==> src/rtl/wb_regfile_if.sv <==
// wb_regfile_if: EX/WB write-back, decode read and EX forwarding signals of the register file
interface wb_regfile_if #(
    parameter int DATA_W = 8,
    parameter int ADDR_W = 3,
    parameter int CNT_W  = 16
);
    logic [ADDR_W-1:0] wb_rd, ra1, ra2, ex_rs1, ex_rs2;
    logic [DATA_W-1:0] wb_ext_data, wb_aluout, rd1, rd2, wb_data;
    logic              wb_regwrite, wb_wbsel, fwd1_hit, fwd2_hit;
    logic [CNT_W-1:0]  wr_count;
    modport master (
        output wb_rd, wb_ext_data, wb_aluout, wb_regwrite, wb_wbsel, ra1, ra2, ex_rs1, ex_rs2,
        input  rd1, rd2, wb_data, fwd1_hit, fwd2_hit, wr_count
    );
    modport slave (
        input  wb_rd, wb_ext_data, wb_aluout, wb_regwrite, wb_wbsel, ra1, ra2, ex_rs1, ex_rs2,
        output rd1, rd2, wb_data, fwd1_hit, fwd2_hit, wr_count
    );
endinterface

==> src/rtl/wb_regfile.sv <==
// wb_regfile: write-back select, register file, forwarding match and saturating write counter
// Define WB_BYPASS_EN for same-cycle write-through on the decode read ports.
module wb_regfile #(
    parameter int DATA_W  = 8,
    parameter int ADDR_W  = 3,
    parameter int ZERO_R0 = 1,
    parameter int CNT_W   = 16
) (
    input logic         clk,
    input logic         rst,
    wb_regfile_if.slave bus
);
`ifdef WB_BYPASS_EN
    localparam bit BYPASS = 1'b1;
`else
    localparam bit BYPASS = 1'b0;
`endif
    localparam int N = 1 << ADDR_W;
    logic [DATA_W-1:0] regs [N];
    logic [CNT_W-1:0]  cnt;
    logic              we, r0_dst;
    assign r0_dst       = (ZERO_R0 != 0) && (bus.wb_rd == '0);
    assign we           = bus.wb_regwrite && !r0_dst;
    assign bus.wb_data  = bus.wb_wbsel ? bus.wb_ext_data : bus.wb_aluout;
    assign bus.fwd1_hit = we && (bus.ex_rs1 == bus.wb_rd);
    assign bus.fwd2_hit = we && (bus.ex_rs2 == bus.wb_rd);
    assign bus.wr_count = cnt;
    // Bypass is gated by rst so reads stay 0 throughout reset.
    assign bus.rd1 = ((ZERO_R0 != 0) && (bus.ra1 == '0)) ? '0 :
                     (BYPASS && rst && we && (bus.ra1 == bus.wb_rd)) ? bus.wb_data : regs[bus.ra1];
    assign bus.rd2 = ((ZERO_R0 != 0) && (bus.ra2 == '0)) ? '0 :
                     (BYPASS && rst && we && (bus.ra2 == bus.wb_rd)) ? bus.wb_data : regs[bus.ra2];
    always_ff @(posedge clk or negedge rst) begin
        if (!rst) begin
            for (int i = 0; i < N; i++) regs[i] <= '0;
            cnt <= '0;
        end else if (we) begin
            regs[bus.wb_rd] <= bus.wb_data;
            if (cnt != '1) cnt <= cnt + 1'b1;
        end
    end
endmodule
==> src/flat_wrapper.sv <==
// flat-port wrapper written by rule: the top's interface ports become plain ports
module wb_regfile_flat 
#(
    parameter int DATA_W  = 8,
    parameter int ADDR_W  = 3,
    parameter int ZERO_R0 = 1,
    parameter int CNT_W   = 16
)
  (clk, rst, bus_wb_rd, bus_wb_ext_data, bus_wb_aluout, bus_wb_regwrite, bus_wb_wbsel, bus_ra1, bus_ra2, bus_ex_rs1, bus_ex_rs2, bus_rd1, bus_rd2, bus_wb_data, bus_fwd1_hit, bus_fwd2_hit, bus_wr_count);
  wb_regfile_if #(.DATA_W(DATA_W), .ADDR_W(ADDR_W), .CNT_W(CNT_W)) bus_i ();
  input logic clk;
  input logic rst;
  input wire logic [$bits(bus_i.wb_rd)-1:0] bus_wb_rd;
  input wire logic [$bits(bus_i.wb_ext_data)-1:0] bus_wb_ext_data;
  input wire logic [$bits(bus_i.wb_aluout)-1:0] bus_wb_aluout;
  input wire logic [$bits(bus_i.wb_regwrite)-1:0] bus_wb_regwrite;
  input wire logic [$bits(bus_i.wb_wbsel)-1:0] bus_wb_wbsel;
  input wire logic [$bits(bus_i.ra1)-1:0] bus_ra1;
  input wire logic [$bits(bus_i.ra2)-1:0] bus_ra2;
  input wire logic [$bits(bus_i.ex_rs1)-1:0] bus_ex_rs1;
  input wire logic [$bits(bus_i.ex_rs2)-1:0] bus_ex_rs2;
  output wire logic [$bits(bus_i.rd1)-1:0] bus_rd1;
  output wire logic [$bits(bus_i.rd2)-1:0] bus_rd2;
  output wire logic [$bits(bus_i.wb_data)-1:0] bus_wb_data;
  output wire logic [$bits(bus_i.fwd1_hit)-1:0] bus_fwd1_hit;
  output wire logic [$bits(bus_i.fwd2_hit)-1:0] bus_fwd2_hit;
  output wire logic [$bits(bus_i.wr_count)-1:0] bus_wr_count;
  assign bus_i.wb_rd = bus_wb_rd;
  assign bus_i.wb_ext_data = bus_wb_ext_data;
  assign bus_i.wb_aluout = bus_wb_aluout;
  assign bus_i.wb_regwrite = bus_wb_regwrite;
  assign bus_i.wb_wbsel = bus_wb_wbsel;
  assign bus_i.ra1 = bus_ra1;
  assign bus_i.ra2 = bus_ra2;
  assign bus_i.ex_rs1 = bus_ex_rs1;
  assign bus_i.ex_rs2 = bus_ex_rs2;
  assign bus_rd1 = bus_i.rd1;
  assign bus_rd2 = bus_i.rd2;
  assign bus_wb_data = bus_i.wb_data;
  assign bus_fwd1_hit = bus_i.fwd1_hit;
  assign bus_fwd2_hit = bus_i.fwd2_hit;
  assign bus_wr_count = bus_i.wr_count;
  wb_regfile #(.DATA_W(DATA_W), .ADDR_W(ADDR_W), .ZERO_R0(ZERO_R0), .CNT_W(CNT_W)) u_core (.clk(clk), .rst(rst), .bus(bus_i));
endmodule
==> config.mk <==
export PLATFORM = sky130hd
export DESIGN_NAME = wb_regfile_flat
export DESIGN_NICKNAME = d
export VERILOG_FILES = /design/src/rtl/wb_regfile_if.sv /design/src/rtl/wb_regfile.sv /design/src/flat_wrapper.sv
export SDC_FILE = /design/constraint.sdc
export NUM_CORES = 1
export LEC_CHECK = 0
export BUFFER_PORTS_ARGS = -buffer_cell sky130_fd_sc_hd__buf_2
export CAP_MARGIN = 20
export CORE_ASPECT_RATIO = 1.5
export CORE_MARGIN = 2
export CORE_UTILIZATION = 58
export CTS_BUF_LIST = sky130_fd_sc_hd__clkbuf_8
export CTS_CLUSTER_DIAMETER = 120
export CTS_CLUSTER_SIZE = 12
export DETAILED_ROUTE_END_ITERATION = 10
export PLACE_DENSITY = 0.89
export SLEW_MARGIN = 40
export SYNTH_ARGS = -nofsm -noshare
export SYNTH_HDL_FRONTEND = slang
export SYNTH_SLANG_ARGS = --single-unit
==> constraint.sdc <==
create_clock -name clk -period 2.3 [get_ports clk]
set_clock_uncertainty 0.15 [all_clocks]
set_input_delay 0.46 -clock clk [delete_from_list [all_inputs] [get_ports clk]]
set_output_delay 0.46 -clock clk [all_outputs]
set_load 0.01 [all_outputs]
# [Word level (Yosys, flattened, before mapping)]
# Index checks and enable logic that the tools add are counted.
[op_classes] addsub=1 n_lt_le_gt_ge=4 eq_ne=3 muxes=12 n_bitwise=3 reduce_logical=9
[ops] cell="$bwmux 64" count=1
[ops] cell="$mux 8" count=8
[ops] cell="$bmux 8 s3" count=2
[ops] cell="$demux 8 s3" count=1
[ops] cell="$add 16x1->16 const B" count=1
[ops] cell="$ne 16x16->1 const B" count=1
[ops] cell="$ge 4x4->1 const B" count=3
[ops] cell="$not 3->4" count=3
[ops] cell="$logic_not 3->1" count=3
[ops] cell="$eq 3x3->1" count=2
[ops] cell="$logic_and 1x1->1" count=4
[ops] cell="$lt 4x1->1 const B" count=1
[ops] cell="$reduce_and 2->1" count=1
[ops] cell="$logic_not 1->1" count=1
[word_totals] register_bits=80 in_bits=35 word_cells=41

# [Logic depth before layout (Yosys ltp)]
[depth] ltp_word=6 ltp_mapped=6 mapped_depth_nobuf=5

# [Least setup slack after synthesis]
# No wires, ideal clock.
[synth_path] path_kind="input -> output" from="input port bus_ra1[0]" to="output port bus_rd1[6]" arrival_time_ns=1.609 required_ns=1.690 setup_slack_ns=0.081 stages=5 cell_sequence="buf_2 buf_2 mux2_2 a22oi_1 o21ai_0"
[synth_via] elab_chain_cells=5
[synth_rtl] item="start, declared" line_no="flat_wrapper.sv:18" text="input wire logic [$bits(bus_i.ra1)-1:0] bus_ra1;"
[synth_rtl] item="$not 3->4 (not written as such)" line_no="wb_regfile.sv:30" text="(BYPASS && rst && we && (bus.ra1 == bus.wb_rd)) ? bus.wb_data : regs[bus.ra1];"
[synth_rtl] item="$bmux 8 s3" line_no="wb_regfile.sv:30"
[synth_rtl] item="$mux 8 (not written as such) (2 in series)" line_no="wb_regfile.sv:30"
[synth_rtl] item="$mux 8 (*)" line_no="wb_regfile.sv:29" text="assign bus.rd1 = ((ZERO_R0 != 0) && (bus.ra1 == '0)) ? '0 :"
[synth_rtl] item="end, declared" line_no="flat_wrapper.sv:22" text="output wire logic [$bits(bus_i.rd1)-1:0] bus_rd1;"
# Mark *: on every way between the ends. The rest lies on a longest branch, timed or not. The select of a mux whose other input is x is not followed.

# [Final worst setup path]
[layout_path] from="register u_core.regs[25] in the netlist's numbering" to="output port bus_rd2[1]"
[layout_via] elab_chain_cells=4
[layout_rtl] item="start, declared" line_no="wb_regfile.sv:19" text="logic [DATA_W-1:0] regs [N];"
[layout_rtl] item="start signal, assigned by index" line_no="wb_regfile.sv:38" text="regs[bus.wb_rd] <= bus.wb_data;"
[layout_rtl] item="$bmux 8 s3" line_no="wb_regfile.sv:32" text="(BYPASS && rst && we && (bus.ra2 == bus.wb_rd)) ? bus.wb_data : regs[bus.ra2];"
[layout_rtl] item="$mux 8 (not written as such) (2 in series)" line_no="wb_regfile.sv:32"
[layout_rtl] item="$mux 8" line_no="wb_regfile.sv:31" text="assign bus.rd2 = ((ZERO_R0 != 0) && (bus.ra2 == '0)) ? '0 :"
[layout_rtl] item="end, declared" line_no="flat_wrapper.sv:23" text="output wire logic [$bits(bus_i.rd2)-1:0] bus_rd2;"
# No other way between the ends. The select of a mux whose other input is x is not followed.

==> flow_metrics.py <==
metrics = {
    "detailed_routing": {
        "met3_length_um": 973,
        "routed-via-count": 3917,
        "dr_wl_met2_mm": 6.63,
        "totalWireLength_mm": 12.5,
        "dr.first_iter.drc_count": 421,
        "drt_pass1_iterations": 5,
        "routed_wire_length_per_instance_um": 20.0,
        "drc": 0,
        "remaining_number_of_nets_flagged_by_the_antenna_check_after_routing": 0,
        "route.layer.met1.wl_mm": 4.18,
        "top_metal_layer_carrying_routed_signals": "met4",
        "route.detailed.vias_per_inst": 6.29,
    },
    "logic_synthesis": {
        "synthesis.nets": 461,
        "synth_area_um2": 4310,
        "postSynthCellCount": 425,
        "synth-edff-count": 0,
        "warnings_synthesis": 0,
        "synth-main-ff-cell": "sky130_fd_sc_hd__dfrtp_1",
        "synth_largest_type_area_fraction": 0.465,
        "synthArstFlopShare": 1.00,
        "yosysTopAreaCell": "sky130_fd_sc_hd__dfrtp_1",
        "netlist_top_cells_area": "sky130_fd_sc_hd__dfrtp_1 (46%), sky130_fd_sc_hd__mux4_2 (8.4%), sky130_fd_sc_hd__o21ai_0 (6.5%)",
        "synth_seq_area_share": 0.465,
        "netlist-cell-type-count": 42,
        "syn_area_per_cell_um2": 10.1,
        "synth.ff_latch_count": 80,
    },
    "pwr": {
        "max-vdd-ir-drop_mv": 0.699,
        "power_leakage_nw": 2.48,
        "pwr_density_cell_nw_per_um2": 801,
        "total_power_mw": 4.22,
    },
    "worst_hold_path": {
        "hp-class": "reg2reg",
        "hold_start": "u_core.regs[63]$_DFFE_PN0P_",
        "sink_of_the_worst_hold_path": "u_core.regs[63]$_DFFE_PN0P_",
        "worst_hold_path.num_cells": 0,
    },
    "run": {
        "max_cap_viol": 0,
    },
    "setup_path": {
        "criticalPathCategory": "reg2out",
        "worstRegToRegCells": 4,
        "critical_path_arrival_ns": 1.68,
        "critical_path_peak_fanout": 4,
        "regToRegSetupSlack_ns": 0.39,
        "timing.critical_path.from_type": "flop",
        "worst_r2r_endpoint": "u_core.bus.wr_count[1]$_DFFE_PN0P_",
        "r2r-start": "u_core.bus.wr_count[0]$_DFFE_PN0P_",
        "critical_path_required_ns": 1.69,
        "critPathCaptureType": "primary output",
    },
    "die": {
        "die_x_um": 74.4,
        "initial_core_util": 0.596,
        "fp.coreArea_um2": 7230,
        "die_area_um2": 8140,
        "std_cell_rows": 38,
        "dieHeight_um": 110,
        "number_of_ports_placed_on_the_die_boundary": 77,
    },
    "clock_network": {
        "cts_sinks": 80,
        "cts_clock_pin_slew_for_the_worst_setup_and_hold_paths_ns": 0.09,
        "tritoncts": "yes",
        "cts_made_buffers": 9,
        "total_number_of_h_tree_levels": 3,
        "clock_tree.root_cell": "sky130_fd_sc_hd__clkbuf_8",
        "clock_tree.buffer_depth": 2,
        "worst_skew_pair.late_latency_ns": 0.37,
    },
    "placed_design": {
        "globalplace.congestion": 0.908,
        "hpwlAfterDp_mm": 8.59,
        "dp_worst_setup_slack_ns": -0.171,
        "placement.cell_area_um2": 4930,
        "io_buffers": 76,
    },
    "cells_and_area": {
        "n_fill_cell": 510,
        "most-common-layout-cells": "sky130_fd_sc_hd__dfrtp_1 (78), sky130_fd_sc_hd__buf_2 (72), sky130_fd_sc_hd__o21ai_0 (51)",
        "drive_above_1_share": 0.344,
        "finish.instance_area_um2": 5260,
        "final_core_util": 0.728,
        "antenna_diode_instance_count": 0,
        "layout-area-overhead-vs-synth_pct": 22.2,
        "finalNetCount": 554,
        "mostFrequentLayoutCell": "sky130_fd_sc_hd__dfrtp_1",
    },
    "sta": {
        "final_min_period_over_clock_period": 0.995,
        "tightestPinTransition_ns": 0.481,
        "timing_hold_violations_final": 0,
        "finalMaxSlewViolations": 0,
        "post_route_worst_setup_slack_ns": 0.0124,
        "slew_headroom": 0.678,
        "fmaxAchievable_ghz": 0.437,
        "rsz_0062_raised_after_global_routing": "yes",
        "timing.final.crit_period_ns": 2.29,
        "count_of_endpoints_failing_setup_in_the_final_report": 0,
    },
    "global_route": {
        "grt_antenna_before_repair": 0,
        "grt_remaining_overflow": 0,
        "first_global_vias": 3929,
        "grt_first_pass_wirelength_mm": 19.4,
        "largest_net_degree_at_the_start_of_global_routing": 81,
        "gr-usage-all-layers": 0.329,
    },
    "outcome": {
        "run_status": "finished, final reports clean",
    },
}
-- power by group --
group | switching (mW) | internal (mW)
clock network | 0.575 | 0.526
registers | 0.306 | 1.67
logic | 0.583 | 0.561
-- worst max-delay path: stages (launching register included) --
cell	delay, ns
sky130_fd_sc_hd__dfrtp_2	0.44
sky130_fd_sc_hd__nor2b_1	0.20
sky130_fd_sc_hd__o21ai_0	0.11
sky130_fd_sc_hd__a221oi_1	0.36
sky130_fd_sc_hd__buf_2	0.20
-- worst max-delay path by stage --
| stage | from | endpoint | slack [ns] | cells past startpoint |
|---|---|---|---|---|
| 2_1_floorplan | bus_ra1[0] | bus_rd1[6] | 0.08 | 5 |
| 3_3_place_gp | bus_ra2[0] | bus_rd2[2] | -0.14 | 5 |
| 3_5_place_dp | bus_ra2[0] | bus_rd2[2] | -0.17 | 5 |
| 4_1_cts | u_core.regs[11]$_DFFE_PN0P_ | bus_rd1[3] | 0.0005 | 5 |
| 5_1_grt | u_core.regs[25]$_DFFE_PN0P_ | bus_rd2[1] | -0.02 | 4 |
| 6_report | u_core.regs[25]$_DFFE_PN0P_ | bus_rd2[1] | 0.01 | 4 |
-- registers in the layout, summed over array words and instances (netlist names) --
signal               cells
u_core.regs             64
u_core.bus.wr_count     16
-- Yosys cell counts (all sizes together), types with 2 or more instances --
cell and n:
dfrtp 80, and3 2, mux2i 16, clkbuf 23, mux2 10, a21oi 26
nor4 2, o21ai 56, nor2 37, mux4 16, a22oi 7, nor3 4
inv 12, xor2 10, nand4 9, buf 14, or3 2, nand3 7
xnor2 9, nor2b 9, o2111ai 2, a221oi 8, nand4b 3, nor4bb 2
nand2 49
-- cell type report --
| cell class | instances | area, um2 | area share |
|---|---|---|---|
| inverters | 12 | 45.0 | 0.00856 |
| repair buffers | 119 | 756 | 0.144 |
| clock inverters | 7 | 85.1 | 0.0162 |
| flip-flops and latches | 80 | 2000 | 0.381 |
| multi-input cells | 296 | 2120 | 0.403 |
| well taps | 100 | 125 | 0.0238 |
| clock buffers | 9 | 124 | 0.0235 |
-- through the flow --
step           hold slack [ns]  TNS (ns)  std cells
3_3_place_gp             0.212    -0.772        600
2_1_floorplan           0.0144         0        425
4_1_cts                  0.233         0        620
3_5_place_dp             0.213     -1.09        600
6_report                 0.231         0        623
5_1_grt                  0.240   -0.0154        623
-- per-layer routing --
layer  GRT usage  vias to the layer above
met5           0                        -
met4       0.235                        0
met3      0.0559                       55
met2       0.573                      287
met1       0.351                     1879
li1            -                     1696
-- what timing repair did --
action,4_1_cts,5_1_grt
pin swaps,0,4
buffers inserted,3,4
hold buffers,1,0
setup endpoints to repair,16,10
cloned,0,0
endpoints found under the hold margin,80,0
gates resized for setup,5,20
-- logic make-up (layout without fill, tap and decap cells) --
family / Yosys count / after routing / share of synthesized area
AO/OA/AOI/OAI: 105 / 105 / 0.147
XOR/XNOR: 19 / 19 / 0.0386
adder cells (fa/ha/maj): 1 / 1 / 0.00290
buffers and inverters: 49 / 147 / 0.0552
flip-flops: 80 / 80 / 0.465
multiplexers: 42 / 42 / 0.148
AND/OR/NAND/NOR: 129 / 129 / 0.143
(Power assumes the default switching activity.)
